<file path="src/rtl/palette_pkg.sv">
// Shared definitions for the palette engine: default RGB444 palette,
// fade FSM state encoding and the full-brightness fade level.
package palette_pkg;

    localparam int unsigned LEVEL_W = 5;
    localparam logic [LEVEL_W-1:0] FADE_FULL = 5'd16;

    typedef enum logic [1:0] {
        IDLE     = 2'd0,
        FADE_IN  = 2'd1,
        FADE_OUT = 2'd2
    } fade_state_t;

    // {R,G,B} nibbles, entry 0 first
    localparam logic [11:0] DEFAULT_PALETTE [16] = '{
        12'h000, 12'h800, 12'hD65, 12'h29E,
        12'h0A0, 12'h616, 12'hA50, 12'hFFF,
        12'h555, 12'hF55, 12'h5F5, 12'hFF5,
        12'h55F, 12'hF5F, 12'h5FF, 12'hAAA
    };

    function automatic logic [11:0] default_rgb444(input int unsigned idx);
        return (idx < 16) ? DEFAULT_PALETTE[idx[3:0]] : 12'h000;
    endfunction

endpackage

</file>
<file path="src/rtl/palette_engine_if.sv">
// Lookup and entry-write bus of the palette engine.
interface palette_engine_if #(
    parameter int IDX_W  = 4,
    parameter int CH_W   = 4,
    parameter int NBANKS = 2
);
    localparam int BANK_W = (NBANKS > 1) ? $clog2(NBANKS) : 1;

    logic              rd_valid;
    logic [IDX_W-1:0]  rd_idx;
    logic [CH_W-1:0]   red;
    logic [CH_W-1:0]   green;
    logic [CH_W-1:0]   blue;
    logic              out_valid;
    logic              wr_en;
    logic [BANK_W-1:0] wr_bank;
    logic [IDX_W-1:0]  wr_idx;
    logic [3*CH_W-1:0] wr_rgb;

    modport master (
        output rd_valid, rd_idx, wr_en, wr_bank, wr_idx, wr_rgb,
        input  red, green, blue, out_valid
    );

    modport slave (
        input  rd_valid, rd_idx, wr_en, wr_bank, wr_idx, wr_rgb,
        output red, green, blue, out_valid
    );
endinterface

</file>
<file path="src/rtl/palette_fade.sv">
// Fade FSM: steps a 0..16 brightness level once per frame_start while
// fading in or out; fade_busy is high whenever a fade is in progress.
module palette_fade
    import palette_pkg::*;
(
    input  logic               Clk,
    input  logic               Reset_n,
    input  logic               frame_start,
    input  logic               fade_start,
    input  logic               fade_dir,
    output logic [LEVEL_W-1:0] level,
    output logic               fade_busy
);

    fade_state_t        state_reg, state_next;
    logic [LEVEL_W-1:0] level_reg, level_next;

    always_ff @(posedge Clk or negedge Reset_n) begin
        if (!Reset_n) begin
            state_reg <= IDLE;
            level_reg <= FADE_FULL;
        end else begin
            state_reg <= state_next;
            level_reg <= level_next;
        end
    end

    // Entering a fade never steps the level, even with frame_start on the same edge
    always_comb begin
        state_next = state_reg;
        level_next = level_reg;
        unique case (state_reg)
            IDLE: begin
                if (fade_start) state_next = fade_dir ? FADE_IN : FADE_OUT;
            end
            FADE_IN: begin
                if (frame_start) begin
                    if (level_reg < FADE_FULL) level_next = level_reg + 1'b1;
                    if (level_reg >= FADE_FULL - 5'd1) state_next = IDLE;
                end
            end
            FADE_OUT: begin
                if (frame_start) begin
                    if (level_reg != '0) level_next = level_reg - 1'b1;
                    if (level_reg <= 5'd1) state_next = IDLE;
                end
            end
            default: state_next = IDLE;
        endcase
    end

    assign level     = level_reg;
    assign fade_busy = (state_reg != IDLE);

endmodule

</file>
<file path="src/rtl/palette_engine.sv">
// Banked colour palette with a 2-stage lookup pipeline and frame-synchronous
// bank switching; define PALETTE_ENGINE_FADE_EN to add fade in/out scaling.
module palette_engine
    import palette_pkg::*;
#(
    parameter int IDX_W  = 4,
    parameter int CH_W   = 4,
    parameter int NBANKS = 2,
    localparam int BANK_W = (NBANKS > 1) ? $clog2(NBANKS) : 1
) (
    input  logic              Clk,
    input  logic              Reset_n,
    input  logic              frame_start,
    palette_engine_if.slave   bus,
    input  logic [BANK_W-1:0] bank_req,
    output logic [BANK_W-1:0] active_bank,
    input  logic              fade_start,
    input  logic              fade_dir,
    output logic              fade_busy
);

    localparam int unsigned DEPTH   = 2 ** IDX_W;
    localparam int unsigned ENTRIES = NBANKS * DEPTH;
    localparam int          AW      = (ENTRIES > 1) ? $clog2(ENTRIES) : 1;
    localparam int          RGB_W   = 3 * CH_W;

    function automatic logic [RGB_W-1:0] reset_entry(input int unsigned flat);
        logic [11:0] d;
        d = (flat < DEPTH) ? default_rgb444(flat) : 12'h000;
        return {CH_W'(d[11:8]), CH_W'(d[7:4]), CH_W'(d[3:0])};
    endfunction

    logic [RGB_W-1:0]  mem [ENTRIES];
    logic [AW-1:0]     wr_addr, rd_addr;
    logic              wr_ok;
    logic [BANK_W-1:0] pending_reg, pending_next, active_reg;
    logic              s1_valid_reg;
    logic [RGB_W-1:0]  s1_rgb_reg;
    logic [CH_W-1:0]   s1_ch [3];
    logic [CH_W-1:0]   scaled_ch [3];
    logic [CH_W-1:0]   red_reg, green_reg, blue_reg;
    logic              out_valid_reg;

    assign wr_addr = AW'(int'(bus.wr_bank) * DEPTH + int'(bus.wr_idx));
    assign wr_ok   = bus.wr_en && (int'(bus.wr_bank) < NBANKS);
    assign rd_addr = AW'(int'(active_reg) * DEPTH + int'(bus.rd_idx));

    // Storage is reset to the default palette, so it lives in flops
    always_ff @(posedge Clk or negedge Reset_n) begin
        if (!Reset_n) begin
            for (int i = 0; i < int'(ENTRIES); i++) mem[AW'(i)] <= reset_entry(i);
        end else if (wr_ok) begin
            mem[wr_addr] <= bus.wr_rgb;
        end
    end

    // Out-of-range requests keep the previous pending bank
    assign pending_next = (int'(bank_req) < NBANKS) ? bank_req : pending_reg;

    always_ff @(posedge Clk or negedge Reset_n) begin
        if (!Reset_n) begin
            pending_reg <= '0;
            active_reg  <= '0;
        end else begin
            pending_reg <= pending_next;
            if (frame_start) active_reg <= pending_next;
        end
    end

    assign active_bank = active_reg;

    // Stage 1 reads the array on the request edge: a same-edge write is not seen
    always_ff @(posedge Clk or negedge Reset_n) begin
        if (!Reset_n) begin
            s1_valid_reg <= 1'b0;
            s1_rgb_reg   <= '0;
        end else begin
            s1_valid_reg <= bus.rd_valid;
            if (bus.rd_valid) s1_rgb_reg <= mem[rd_addr];
        end
    end

`ifdef PALETTE_ENGINE_FADE_EN
    logic [LEVEL_W-1:0] level;

    palette_fade u_fade (
        .Clk         (Clk),
        .Reset_n     (Reset_n),
        .frame_start (frame_start),
        .fade_start  (fade_start),
        .fade_dir    (fade_dir),
        .level       (level),
        .fade_busy   (fade_busy)
    );
`else
    logic unused_fade;
    assign unused_fade = fade_start ^ fade_dir;
    assign fade_busy   = 1'b0;
`endif

    for (genvar gi = 0; gi < 3; gi++) begin : g_ch
        assign s1_ch[gi] = s1_rgb_reg[(2-gi)*CH_W +: CH_W];
`ifdef PALETTE_ENGINE_FADE_EN
        logic [CH_W+LEVEL_W-1:0] prod;
        logic [CH_W:0]           shifted;
        assign prod          = (CH_W+LEVEL_W)'(s1_ch[gi]) * (CH_W+LEVEL_W)'(level);
        assign shifted       = (CH_W+1)'(prod >> 4);
        assign scaled_ch[gi] = shifted[CH_W] ? '1 : shifted[CH_W-1:0];
`else
        assign scaled_ch[gi] = s1_ch[gi];
`endif
    end

    always_ff @(posedge Clk or negedge Reset_n) begin
        if (!Reset_n) begin
            out_valid_reg <= 1'b0;
            red_reg       <= '0;
            green_reg     <= '0;
            blue_reg      <= '0;
        end else begin
            out_valid_reg <= s1_valid_reg;
            if (s1_valid_reg) begin
                red_reg   <= scaled_ch[0];
                green_reg <= scaled_ch[1];
                blue_reg  <= scaled_ch[2];
            end
        end
    end

    assign bus.out_valid = out_valid_reg;
    assign bus.red       = red_reg;
    assign bus.green     = green_reg;
    assign bus.blue      = blue_reg;

endmodule

</file>
<file path="src/flat_wrapper.sv">
// flat-port wrapper written by rule: the top's interface ports become plain ports
module palette_engine_flat import palette_pkg::*;
#(
    parameter int IDX_W  = 4,
    parameter int CH_W   = 4,
    parameter int NBANKS = 2,
    localparam int BANK_W = (NBANKS > 1) ? $clog2(NBANKS) : 1
)
  (Clk, Reset_n, frame_start, bank_req, active_bank, fade_start, fade_dir, fade_busy, bus_rd_valid, bus_rd_idx, bus_wr_en, bus_wr_bank, bus_wr_idx, bus_wr_rgb, bus_red, bus_green, bus_blue, bus_out_valid);
  palette_engine_if #(.IDX_W(IDX_W), .CH_W(CH_W), .NBANKS(NBANKS)) bus_i ();
  input  logic Clk;
  input  logic Reset_n;
  input  logic frame_start;
  input  logic [BANK_W-1:0] bank_req;
  output logic [BANK_W-1:0] active_bank;
  input  logic fade_start;
  input  logic fade_dir;
  output logic fade_busy;
  input wire logic [$bits(bus_i.rd_valid)-1:0] bus_rd_valid;
  input wire logic [$bits(bus_i.rd_idx)-1:0] bus_rd_idx;
  input wire logic [$bits(bus_i.wr_en)-1:0] bus_wr_en;
  input wire logic [$bits(bus_i.wr_bank)-1:0] bus_wr_bank;
  input wire logic [$bits(bus_i.wr_idx)-1:0] bus_wr_idx;
  input wire logic [$bits(bus_i.wr_rgb)-1:0] bus_wr_rgb;
  output wire logic [$bits(bus_i.red)-1:0] bus_red;
  output wire logic [$bits(bus_i.green)-1:0] bus_green;
  output wire logic [$bits(bus_i.blue)-1:0] bus_blue;
  output wire logic [$bits(bus_i.out_valid)-1:0] bus_out_valid;
  assign bus_i.rd_valid = bus_rd_valid;
  assign bus_i.rd_idx = bus_rd_idx;
  assign bus_i.wr_en = bus_wr_en;
  assign bus_i.wr_bank = bus_wr_bank;
  assign bus_i.wr_idx = bus_wr_idx;
  assign bus_i.wr_rgb = bus_wr_rgb;
  assign bus_red = bus_i.red;
  assign bus_green = bus_i.green;
  assign bus_blue = bus_i.blue;
  assign bus_out_valid = bus_i.out_valid;
  palette_engine #(.IDX_W(IDX_W), .CH_W(CH_W), .NBANKS(NBANKS)) u_core (.Clk(Clk), .Reset_n(Reset_n), .frame_start(frame_start), .bus(bus_i), .bank_req(bank_req), .active_bank(active_bank), .fade_start(fade_start), .fade_dir(fade_dir), .fade_busy(fade_busy));
endmodule
</file>
<file path="config.mk">
export PLATFORM = sky130hd
export DESIGN_NAME = palette_engine_flat
export DESIGN_NICKNAME = d
export VERILOG_FILES = /design/src/rtl/palette_pkg.sv /design/src/rtl/palette_engine_if.sv /design/src/rtl/palette_fade.sv /design/src/rtl/palette_engine.sv /design/src/flat_wrapper.sv
export SDC_FILE = /design/constraint.sdc
export NUM_CORES = 1
export LEC_CHECK = 0
export CAP_MARGIN = 10
export CELL_PAD_IN_SITES_DETAIL_PLACEMENT = 0
export CELL_PAD_IN_SITES_GLOBAL_PLACEMENT = 1
export CORE_MARGIN = 10
export CORE_UTILIZATION = 53
export DETAILED_ROUTE_END_ITERATION = 8
export PLACE_DENSITY = 0.79
export SYNTH_ARGS = -nofsm -noshare
export SYNTH_HDL_FRONTEND = slang
export SYNTH_SLANG_ARGS = --single-unit
</file>
<file path="constraint.sdc">
create_clock -name Clk -period 1.7 [get_ports Clk]
set_input_delay 0.34 -clock Clk [delete_from_list [all_inputs] [get_ports Clk]]
set_output_delay 0.34 -clock Clk [all_outputs]
set_load 0.005 [all_outputs]
</file>
==> After elaboration in Yosys (flattened, before gate mapping) <==
Cells that the tools add are included.
{ "word_totals": {"register_bits": 411, "in_bits": 29} }
{ "op_classes": {"order_cmp": 3, "add_sub_neg": 2, "reduce_logical": 2, "n_mux": 6, "bitwise": 2} }
{ "ops": {"columns": ["op", "count"], "rows": [
  ["bitwise mux 384 bit", 1],
  ["binary-select mux 12 bit (select 5 bit)", 1],
  ["demux 12 bit (select 5 bit)", 1],
  ["two-way mux 12 bit", 3],
  ["greater-or-equal comparator 6 bit, second input constant", 2],
  ["inverter 5 -> 6 bit", 2],
  ["adder 5 x 4 -> 5 bit", 2],
  ["< comparator 6 x 1 -> 1 bit, second input constant", 1],
  ["AND reduction 2 bit", 1],
  ["logical AND 1 bit", 1]
]} }

==> Logic depth before layout (Yosys ltp) <==
Gate-level depths: netlist (run 1).
{ "depth": {"depth_word": 7, "depth_mapped": 8} }

==> Worst setup path after synthesis (run 1) <==
Ideal clock, no wire load.
{ "synth_timing": {"kind": "input to register", "from": "input bus_wr_idx[2]", "to": "register u_core.mem[144] (netlist name) (enable)", "n_path_buf": 0, "setup_time_ps": 380, "t_arrival_ps": 1403, "setup_slack_ps": -83, "stages": 2, "path_cell_list": "or3b_2 nor2_1"} }
{ "synth_rtl": {"columns": ["item", "line_no", "rtl"], "rows": [
  ["start: declaration", "flat_wrapper.sv:23", "input wire logic [$bits(bus_i.wr_idx)-1:0] bus_wr_idx;"],
  ["end signal: indexed assignment", "palette_engine.sv:53", "mem[wr_addr] <= bus.wr_rgb;"],
  ["end: declaration", "palette_engine.sv:33", "logic [RGB_W-1:0] mem [ENTRIES];"]
]} }

==> Final worst setup path (run 1) <==
{ "layout_timing": {"from": "input bus_rd_idx[0]", "to": "register u_core.s1_rgb_reg[10], in the netlist u_core.s1_ch[10]"} }
{ "layout_via": {"elab_chain_cells": 5} }
{ "layout_rtl": {"columns": ["item", "line_no", "rtl"], "rows": [
  ["start: declaration", "flat_wrapper.sv:20", "input wire logic [$bits(bus_i.rd_idx)-1:0] bus_rd_idx;"],
  ["adder 5 x 4 -> 5 bit", "palette_engine.sv:46", "assign rd_addr = AW'(int'(active_reg) * DEPTH + int'(bus.rd_idx));"],
  ["inverter 5 -> 6 bit (implied by the code)", "palette_engine.sv:79", "if (bus.rd_valid) s1_rgb_reg <= mem[rd_addr];"],
  ["binary-select mux 12 bit (select 5 bit)", "palette_engine.sv:79", null],
  ["two-way mux 12 bit (implied by the code) (2 in a row)", "palette_engine.sv:79", null],
  ["end signal: assignment", "palette_engine.sv:79", null],
  ["end: declaration", "palette_engine.sv:38", "logic [RGB_W-1:0] s1_rgb_reg;"]
]} }
Every way passes these cells. The select of a mux whose other input is x is not followed.
A chain may end at the register's enable or synchronous reset.

==> results.json, run 1 <==
{
  "grt_pass1_vias": 10900,
  "synthTopCellsByCount": "217 x mux2_2, 192 x edfxtp_1, 192 x mux2i_1",
  "grt_max_degree": 95,
  "drcViolationCount": 0,
  "ir_drop_v": 0.000799,
  "clock_path_buffers": 3,
  "arrival_ns": 2.20,
  "min_path_type": "input port to async pin",
  "crit_path_frequent_cell": "buf_4",
  "largest_reg_flops": 384,
  "period_needed_ns": 1.73,
  "hold_violations": 0,
  "outcome": "finished, violations left",
  "powerDensity_nw_per_um2": 1140,
  "slowest_stage": "a22oi_1",
  "setup_viol": 23,
  "fin_crit_sh_pct": 101,
  "grt_pass1_wl_mm": 67.7,
  "clock_latency_ns": 0.54,
  "yosys.area_share.xor_xnor_pct": 0,
  "htreeDepth": 2,
  "rsz0062_at_grt": "yes",
  "drt-initial-drc-count": 888,
  "antenna_found_initial": 0,
  "clock_sinks": 411,
  "gp_congestion": 0.896,
  "synth_fp_nets": 1142,
  "layout-drive-gt1-share_pct": 47.5,
  "fillers": 2284,
  "regMostFlops": "u_core.mem",
  "final_area_um2": 21800,
  "relSlewSlack_pct": 60.1,
  "gr-usage-all-layers_pct": 21.6,
  "synth_seq_cells": 411,
  "clk_pin_slew_ns": 0.07,
  "cp_top_family": "buffers and inverters",
  "diodes": 0,
  "dpl_cell_area_um2": 20000,
  "syn_to_final_growth_pct": 24.1,
  "viasPerCell": 5.87,
  "yosysTopAreaCell": "edfxtp_1",
  "setup_slack_ns": -0.0251,
  "violations": "setup timing",
  "coreArea_um2": 32600,
  "io_buffers": 40,
  "routed_wl_mm": 44.6,
  "criticalPathCategory": "input port to flop",
  "hpwlAfterDp_mm": 28.7,
  "post-synth-top-count-cell": "mux2_2",
  "tightest_slew_ns": 0.599,
  "drv_slew": 0,
  "syn-cell-area_um2": 17600,
  "leakage_nw": 8.86,
  "cp_slowest_stage_delay_ns": 0.34,
  "ant_nets": 0,
  "yosys_most_used_dff": "edfxtp_1",
  "io_pins": 44,
  "yosysSeqAreaShare_pct": 64.8,
  "ys_top_cells_by_area": "edfxtp_1 33%, dfrtp_1 17%, dfstp_2 15%",
  "max_freq_ghz": 0.580,
  "synth_area_per_cell_um2": 15.8,
  "synth.distinct_cells": 32,
  "skew_ns": 0.0104,
  "async_flop_share_pct": 53.3,
  "cts_root_buffer": "clkbuf_16",
  "synth_simple_gate_area_share_pct": 2.04,
  "crit_chain": "buf_8 > buf_4 > buf_4 > mux2i_1 > a22oi_1 > a21oi_2 > nor4_1 > mux2_2",
  "cts_buffers": 42,
  "cts_tree": "done",
  "die_w_um": 202,
  "start_util_pct": 53.8,
  "synth_top_cell_area_share_pct": 32.8,
  "synth_top_family_by_area": "multiplexers",
  "firstDrtPassIters": 7,
  "crit_path_start_kind": "input port",
  "maxCapViolCount": 0,
  "fin_nets": 1345,
  "synth-edff-count": 192,
  "syn_inst": 1113,
  "synth.area.mux_share_pct": 24.9,
  "grt.overflow.total": 0,
  "yosys_warnings": 0,
  "endpoint_kind": "flop",
  "synth-compound-area-share_pct": 5.47,
  "cp.required_ns": 2.18,
  "place_inst": 1704,
  "routedWlPerCell_um": 24.9,
  "final_cells": 1790,
  "synth_fa_ha_area_share_pct": 0,
  "rows": 66,
  "vias": 10500,
  "die_h_um": 202,
  "die_area_um2": 40800,
  "path_buf_inv": 3,
  "path_max_fanout": 13
}
## cell families (layout without fill, tap and decap cells)
logic type | count (synthesis) | count (layout)
flip-flops | 411 | 411
AND/OR/NAND/NOR | 70 | 70
other | 1 | 1
AO/OA/AOI/OAI | 144 | 144
buffers and inverters | 78 | 313
multiplexers | 409 | 409
## metrics by stage
| step | setup WS [ns] | utilization (%) | TNS, ns | hold slack (ns) | power [W] |
|---|---|---|---|---|---|
| after floorplan | -0.0829 | - | -5.79 | 0.0444 | 0.0142 |
| final | -0.0251 | 66.8 | -0.390 | 0.210 | 0.0249 |
| after CTS | 0.00194 | 66.5 | 0 | 0.200 | 0.0250 |
| after detailed placement | -0.897 | 61.3 | -168.93 | 0.162 | 0.0158 |
| after global placement | -0.890 | 61.3 | -164.13 | 0.164 | 0.0157 |
| after global routing | -0.0295 | 66.8 | -0.373 | 0.221 | 0.0258 |
## area by class of cell
class / instances / area [um^2] / share of cell area, %
Sequential cell: 411 / 11400 / 52.2
Multi-Input combinational cell: 624 / 6040 / 27.7
Timing Repair Buffer: 236 / 2460 / 11.3
Clock buffer: 64 / 1280 / 5.87
Tap cell: 442 / 553 / 2.54
Clock inverter: 12 / 83.8 / 0.385
Inverter: 1 / 3.75 / 0.0172
## layer usage
metal / vias to the layer above / global-route usage [%] / share of wire [%]
met5: - / 0 / 0
met4: 0 / 7.36 / 3.2
met3: 75 / 3.34 / 5.3
met2: 293 / 34.3 / 47
met1: 5490 / 29.9 / 44
li1: 4642 / - / -
## layout by cell type (no fill, tap or decap), drive strengths merged, types with 12 or more instances in the layout
| cell type | n |
|---|---|
| a21oi | 48 |
| a22oi | 96 |
| buf | 198 |
| clkbuf | 64 |
| clkdlybuf4s50 | 20 |
| dfrtp | 116 |
| dfstp | 103 |
| dlygate4sd2 | 16 |
| edfxtp | 192 |
| mux2 | 217 |
| mux2i | 192 |
| nand2 | 18 |
| nor2 | 20 |
| nor4 | 12 |
## final timing paths
path	start	end	slack [ns]	depth (start not counted)
min reg2reg	u_core.bus.green[3]$_DFFE_PN0P_	u_core.bus.green[3]$_DFFE_PN0P_	0.50	1
max reg2reg	u_core.active_bank$_DFFE_PN0P_	u_core.s1_ch[10]$_DFFE_PN0P_	0	6
max	bus_rd_idx[0]	u_core.s1_ch[10]$_DFFE_PN0P_	-0.03	8
min	Reset_n	u_core.s1_ch[4]$_DFFE_PN0P_	0.21	2
min in group Clk	bank_req	u_core.active_bank$_DFFE_PN0P_	0.42	2
max in group asynchronous	Reset_n	u_core.mem[307]$_DFFE_PN0P_	0.68	3
## report_power, final
part           leakage (nW)  total, W  internal [W]  switching (W)
clock                 0.679   0.00906       0.00534        0.00373
sequential             4.25    0.0124        0.0118       0.000568
combinational          3.93   0.00345       0.00183        0.00162
## worst register-to-register path, stage by stage (launching register included)
cell,delay [ns]
dfrtp_2,0.43
buf_6,0.14
or2_4,0.26
buf_4,0.18
a21oi_2,0.22
nor4_1,0.10
mux2_2,0.27
## what timing repair did
item                                   CTS  global route
setup endpoints to repair               34            69
endpoints found under the hold margin   64             0
buffers inserted                         8             1
cloned                                   2             0
hold buffers                             1             0
gates resized for setup                 70            28
pin swaps                                6             3
Note: power is estimated with default switching activity, not from simulation.
==> run 2, diff against run 1 <==
--- a/config.mk
+++ b/config.mk
@@ -8,6 +8,7 @@
 export CAP_MARGIN = 10
 export CELL_PAD_IN_SITES_DETAIL_PLACEMENT = 0
 export CELL_PAD_IN_SITES_GLOBAL_PLACEMENT = 1
+export CORE_ASPECT_RATIO = 1.5
 export CORE_MARGIN = 10
 export CORE_UTILIZATION = 53
 export DETAILED_ROUTE_END_ITERATION = 8
==> run 2 against run 1 <==
Compared with the run above: the run now ends clean; flip-flop and latch count unchanged; sequential power about the same; global-route usage decreased by 1.4 points; largest power group unchanged; power decreased by 4.1%; sequential share of layout area increased by 0.84 points; clock-buffer cell count decreased by 6; combinational power decreased by 3%.
==> results.json, run 2 (synthesis results as in run 1) <==
{
  "die_h_um": 243,
  "hpwlAfterDp_mm": 27.2,
  "coreArea_um2": 32600,
  "crit_path_start_kind": "input port",
  "layout_commonest_cell": "mux2_2",
  "setup_viol": 0,
  "seq_area_um2": 11400,
  "clock_sinks": 411,
  "setup_slack_ns": 0.00207,
  "die_w_um": 169,
  "viasPerCell": 5.88,
  "regMostFlops": "u_core.mem",
  "drcViolationCount": 0,
  "drt-initial-drc-count": 587,
  "p_total_w": 0.0239,
  "syn_to_final_growth_pct": 22.1,
  "clock_latency_ns": 0.55,
  "rows": 81,
  "skew_ns": 0.0249,
  "hold_violations": 0,
  "cts_root_buffer": "clkbuf_16",
  "antenna_found_initial": 0,
  "gr-usage-all-layers_pct": 20.2,
  "hold_depth": 2,
  "ir_drop_v": 0.000970,
  "r2r_cells": 6,
  "ant_nets": 0,
  "fin_crit_sh_pct": 99.9,
  "routedWlPerCell_um": 24.2,
  "powerDensity_nw_per_um2": 1110,
  "arrival_ns": 2.11,
  "max_freq_ghz": 0.589,
  "htreeDepth": 2,
  "io_pins": 44,
  "leakage_nw": 8.66,
  "cp.required_ns": 2.12,
  "start_util_pct": 53.8,
  "period_needed_ns": 1.70,
  "min_from": "bank_req",
  "fin_nets": 1324,
  "routed_wl_mm": 42.0,
  "clk_pin_slew_ns": 0.06,
  "min_path_type": "input port to flop",
  "io_buffers": 40,
  "criticalPathCategory": "input port to flop",
  "worstReg2RegStart": "u_core.mem[339]$_DFFE_PN1P_",
  "grt_pass1_vias": 10500,
  "grt_max_degree": 123,
  "layout-drive-gt1-share_pct": 45.3,
  "vias": 10200,
  "cts_tree": "done",
  "largest_reg_flops": 384,
  "r2r_slack_ns": 0.02,
  "grt.overflow.total": 0,
  "clock_path_buffers": 3,
  "r2r-end": "u_core.s1_ch[3]$_DFFE_PN0P_",
  "tightest_slew_ns": 0.678,
  "final_cell_mix": "217 x mux2_2, 192 x mux2i_1, 192 x edfxtp_1",
  "path_max_fanout": 6,
  "outcome": "complete, no violations",
  "diodes": 0,
  "gp_congestion": 0.832,
  "cts_buffers": 38,
  "endpoint_kind": "flop",
  "maxCapViolCount": 0,
  "die_area_um2": 41000,
  "hold_path_end": "u_core.active_bank$_DFFE_PN0P_",
  "fillers": 2348,
  "firstDrtPassIters": 5,
  "grt_pass1_wl_mm": 63.7,
  "dp_slack_ns": -1.09,
  "drv_slew": 0,
  "relSlewSlack_pct": 54.8,
  "multiInputGateArea_um2": 5970
}
[run 2: how the worst max path moves through the flow]
| stage | from | to | slack, ns | cells past startpoint |
|---|---|---|---|---|
| floorplan | bus_wr_idx[2] | u_core.mem[144]$_DFFE_PP_ | -0.08 | 2 |
| global placement | bus_rd_idx[1] | u_core.s1_ch[3]$_DFFE_PN0P_ | -1.08 | 8 |
| detailed placement | bus_rd_idx[1] | u_core.s1_ch[3]$_DFFE_PN0P_ | -1.09 | 8 |
| CTS | u_core.active_bank$_DFFE_PN0P_ | u_core.s1_ch[1]$_DFFE_PN0P_ | -0.007 | 6 |
| global route | u_core.mem[270]$_DFFE_PN1P_ | u_core.s1_ch[6]$_DFFE_PN0P_ | -0.01 | 6 |
| finish | bus_rd_idx[2] | u_core.s1_ch[11]$_DFFE_PN0P_ | 0.002 | 9 |
[run 2: report_power, final]
group / internal [W] / switching [W] / total [W]
Sequential: 0.0118 / 0.000550 / 0.0124
Combinational: 0.00182 / 0.00153 / 0.00335
Clock: 0.00469 / 0.00349 / 0.00818
[run 2: cell type report]
type | count | share of cell area, %
Clock inverter | 11 | 0.519
Timing Repair Buffer | 219 | 11.2
Inverter | 1 | 0.0175
Tap cell | 415 | 2.42
Sequential cell | 411 | 53.0
Clock buffer | 58 | 5.02
Multi-Input combinational cell | 624 | 27.8
[run 2: critical path: stages]
cell and delay (ns):
dlygate4sd2_1 0.28, buf_4 0.16, nor2_4 0.18, bufbuf_16 0.31, buf_4 0.11, a22oi_1 0.09
a21oi_1 0.28, nor4_1 0.09, mux2_2 0.26
[run 2: through the flow]
| step | util (%) | hold WS (ns) | cells | TNS [ns] | area (um^2) |
|---|---|---|---|---|---|
| global route | 65.7 | 0.436 | 1739 | -0.0144 | 21500 |
| global placement | 60.9 | 0.478 | 1662 | -143.65 | 19900 |
| floorplan | - | 0.0444 | 1113 | -5.79 | 17600 |
| detailed placement | 60.9 | 0.483 | 1662 | -144.51 | 19900 |
| CTS | 65.3 | 0.408 | 1738 | -0.00814 | 21300 |
| finish | 65.7 | 0.421 | 1739 | 0 | 21500 |
[run 2: per-layer routing]
layer  global-route usage, %  routed length, um
met5                       0                  0
met2                    34.3              21600
met4                    8.16               1380
met1                    25.0              17100
met3                    3.27               1960
[run 2: timing repair]
action | CTS | global route
endpoints found under the setup margin | 26 | 12
pin swaps | 2 | 4
resized for setup | 47 | 26
hold endpoints to repair | 79 | 0
hold buffers | 1 | 0
setup buffers | 4 | 0
gates cloned | 2 | 1
==> run 3, diff against run 2 <==
--- a/config.mk
+++ b/config.mk
@@ -6,13 +6,11 @@
 export NUM_CORES = 1
 export LEC_CHECK = 0
 export CAP_MARGIN = 10
-export CELL_PAD_IN_SITES_DETAIL_PLACEMENT = 0
-export CELL_PAD_IN_SITES_GLOBAL_PLACEMENT = 1
 export CORE_ASPECT_RATIO = 1.5
 export CORE_MARGIN = 10
-export CORE_UTILIZATION = 53
+export CORE_UTILIZATION = 57
 export DETAILED_ROUTE_END_ITERATION = 8
-export PLACE_DENSITY = 0.79
+export PLACE_DENSITY = 0.73
 export SYNTH_ARGS = -nofsm -noshare
 export SYNTH_HDL_FRONTEND = slang
 export SYNTH_SLANG_ARGS = --single-unit
==> run 3 against run 2 <==
Compared with the run above: power is 1.2% higher; sequential share of layout area up 0.32 points; hold slack gained 0.0035 ns; clock-buffer cell count grew 2; largest cell class unchanged; register-to-register slack about the same; maximum frequency is 0.61% higher; clock skew decreased by 0.0093 ns; final area decreased by 0.59%; critical endpoint is now u_core.s1_ch[5]$_DFFE_PN0P_; combinational power fell by 1%.
==> results.json, run 3 (synthesis results as in run 1) <==
{
  "drv_slew": 0,
  "setup_viol": 0,
  "rows": 78,
  "io_pins": 44,
  "start_util_pct": 57.9,
  "routedWlPerCell_um": 24.9,
  "cts_root_buffer": "clkbuf_16",
  "r2r_slack_ns": 0.01,
  "antenna_found_initial": 0,
  "die_h_um": 235,
  "setup_slack_ns": 0.0123,
  "die_w_um": 163,
  "regMostFlops": "u_core.mem",
  "fin_crit_sh_pct": 99.3,
  "clk_pin_slew_ns": 0.06,
  "viasPerCell": 5.99,
  "powerDensity_nw_per_um2": 1130,
  "min_path_type": "input port to flop",
  "grt_pass1_vias": 10700,
  "hold_path_end": "u_core.active_bank$_DFFE_PN0P_",
  "final_cell_mix": "216 x mux2_2, 192 x edfxtp_1, 191 x mux2i_1",
  "final_cells": 1707,
  "relSlewSlack_pct": 43.1,
  "clock_latency_ns": 0.54,
  "syn_to_final_growth_pct": 21.4,
  "path_max_fanout": 9,
  "arrival_ns": 2.11,
  "endpoint_kind": "flop",
  "drcViolationCount": 0,
  "seq_area_um2": 11400,
  "maxCapViolCount": 0,
  "cts_buffers": 38,
  "dp_slack_ns": -0.875,
  "worstReg2RegStart": "u_core.active_bank$_DFFE_PN0P_",
  "crit_path_start_kind": "flop",
  "skew_ns": 0.0157,
  "fillers": 1978,
  "period_needed_ns": 1.69,
  "fin_nets": 1307,
  "clock_sinks": 411,
  "cp.required_ns": 2.12,
  "vias": 10200,
  "die_area_um2": 38400,
  "outcome": "complete, no violations",
  "hpwlAfterDp_mm": 28.4,
  "criticalPathCategory": "flop to flop",
  "grt.overflow.total": 0,
  "r2r-end": "u_core.s1_ch[5]$_DFFE_PN0P_",
  "tightest_slew_ns": 0.854,
  "hold_depth": 2,
  "max_freq_ghz": 0.593,
  "largest_reg_flops": 384,
  "cts_tree": "done",
  "leakage_nw": 8.58,
  "ir_drop_v": 0.000814,
  "firstDrtPassIters": 5,
  "grt_pass1_wl_mm": 64.1,
  "layout-drive-gt1-share_pct": 45.1,
  "layout_commonest_cell": "mux2_2",
  "htreeDepth": 2,
  "finalSetupTns_ns": 0,
  "ant_nets": 0,
  "io_buffers": 40,
  "place_inst": 1637,
  "min_from": "bank_req",
  "grt_max_degree": 148,
  "coreArea_um2": 30400,
  "drt-initial-drc-count": 701,
  "routed_wl_mm": 42.4,
  "clock_path_buffers": 3,
  "diodes": 0,
  "multiInputGateArea_um2": 5980,
  "r2r_cells": 5,
  "hold_violations": 0,
  "gp_congestion": 0.867,
  "gr-usage-all-layers_pct": 22.0
}
==> run 3: worst max path at each step <==
stage	from	cells past startpoint	slack (ns)	endpoint
after floorplan	bus_wr_idx[2]	2	-0.08	u_core.mem[144]$_DFFE_PP_
after global placement	bus_rd_idx[1]	9	-0.86	u_core.s1_ch[1]$_DFFE_PN0P_
after detailed placement	bus_rd_idx[1]	9	-0.87	u_core.s1_ch[1]$_DFFE_PN0P_
after CTS	u_core.mem[218]$_DFFE_PN1P_	6	0.001	u_core.s1_ch[2]$_DFFE_PN0P_
after global routing	u_core.active_bank$_DFFE_PN0P_	7	-0.01	u_core.s1_ch[6]$_DFFE_PN0P_
final	u_core.active_bank$_DFFE_PN0P_	5	0.01	u_core.s1_ch[5]$_DFFE_PN0P_
==> run 3: worst max-delay path, stage by stage (launching register included) <==
cell     delay [ns]
dfrtp_2        0.44
or2_4          0.31
buf_4          0.17
a21oi_1        0.30
nor4_1         0.08
mux2_2         0.27
==> run 3: layout make-up <==
class	instances	area share, %
Timing Repair Buffer	202	10.5
Clock buffer	60	5.32
Clock inverter	9	0.475
Tap cell	400	2.35
Inverter	1	0.0176
Sequential cell	411	53.3
Multi-Input combinational cell	624	28.0
==> run 3: metrics by stage <==
step	total power (W)	hold WS (ns)	area, um^2	util [%]
6_report	0.0242	0.424	21300	70.3
5_1_grt	0.0251	0.424	21300	70.3
4_1_cts	0.0242	0.415	21200	70.0
3_5_place_dp	0.0158	0.455	19800	65.2
3_3_place_gp	0.0156	0.447	19800	65.2
2_1_floorplan	0.0142	0.0444	17600	-
==> run 3: per-layer routing <==
metal / up-vias / track usage [%] / share of wire, %
met1: 5245 / 26.9 / 40
met4: 0 / 10.0 / 4.4
li1: 4562 / - / -
met3: 96 / 3.48 / 5.0
met5: - / 0 / 0
met2: 325 / 37.1 / 51
==> run 3: report_power, final <==
group	internal, W	switching, W
Combinational	0.00174	0.00156
Clock	0.00490	0.00359
Sequential	0.0118	0.000576
Total	0.0185	0.00572
==> run 3: what timing repair did <==
action | CTS | global route
endpoints found under the setup margin | 26 | 11
hold endpoints to repair | 46 | 0
resized for setup | 64 | 17
pin swaps | 9 | 6
buffers inserted | 1 | 0
gates cloned | 0 | 0
hold buffers | 1 | 0
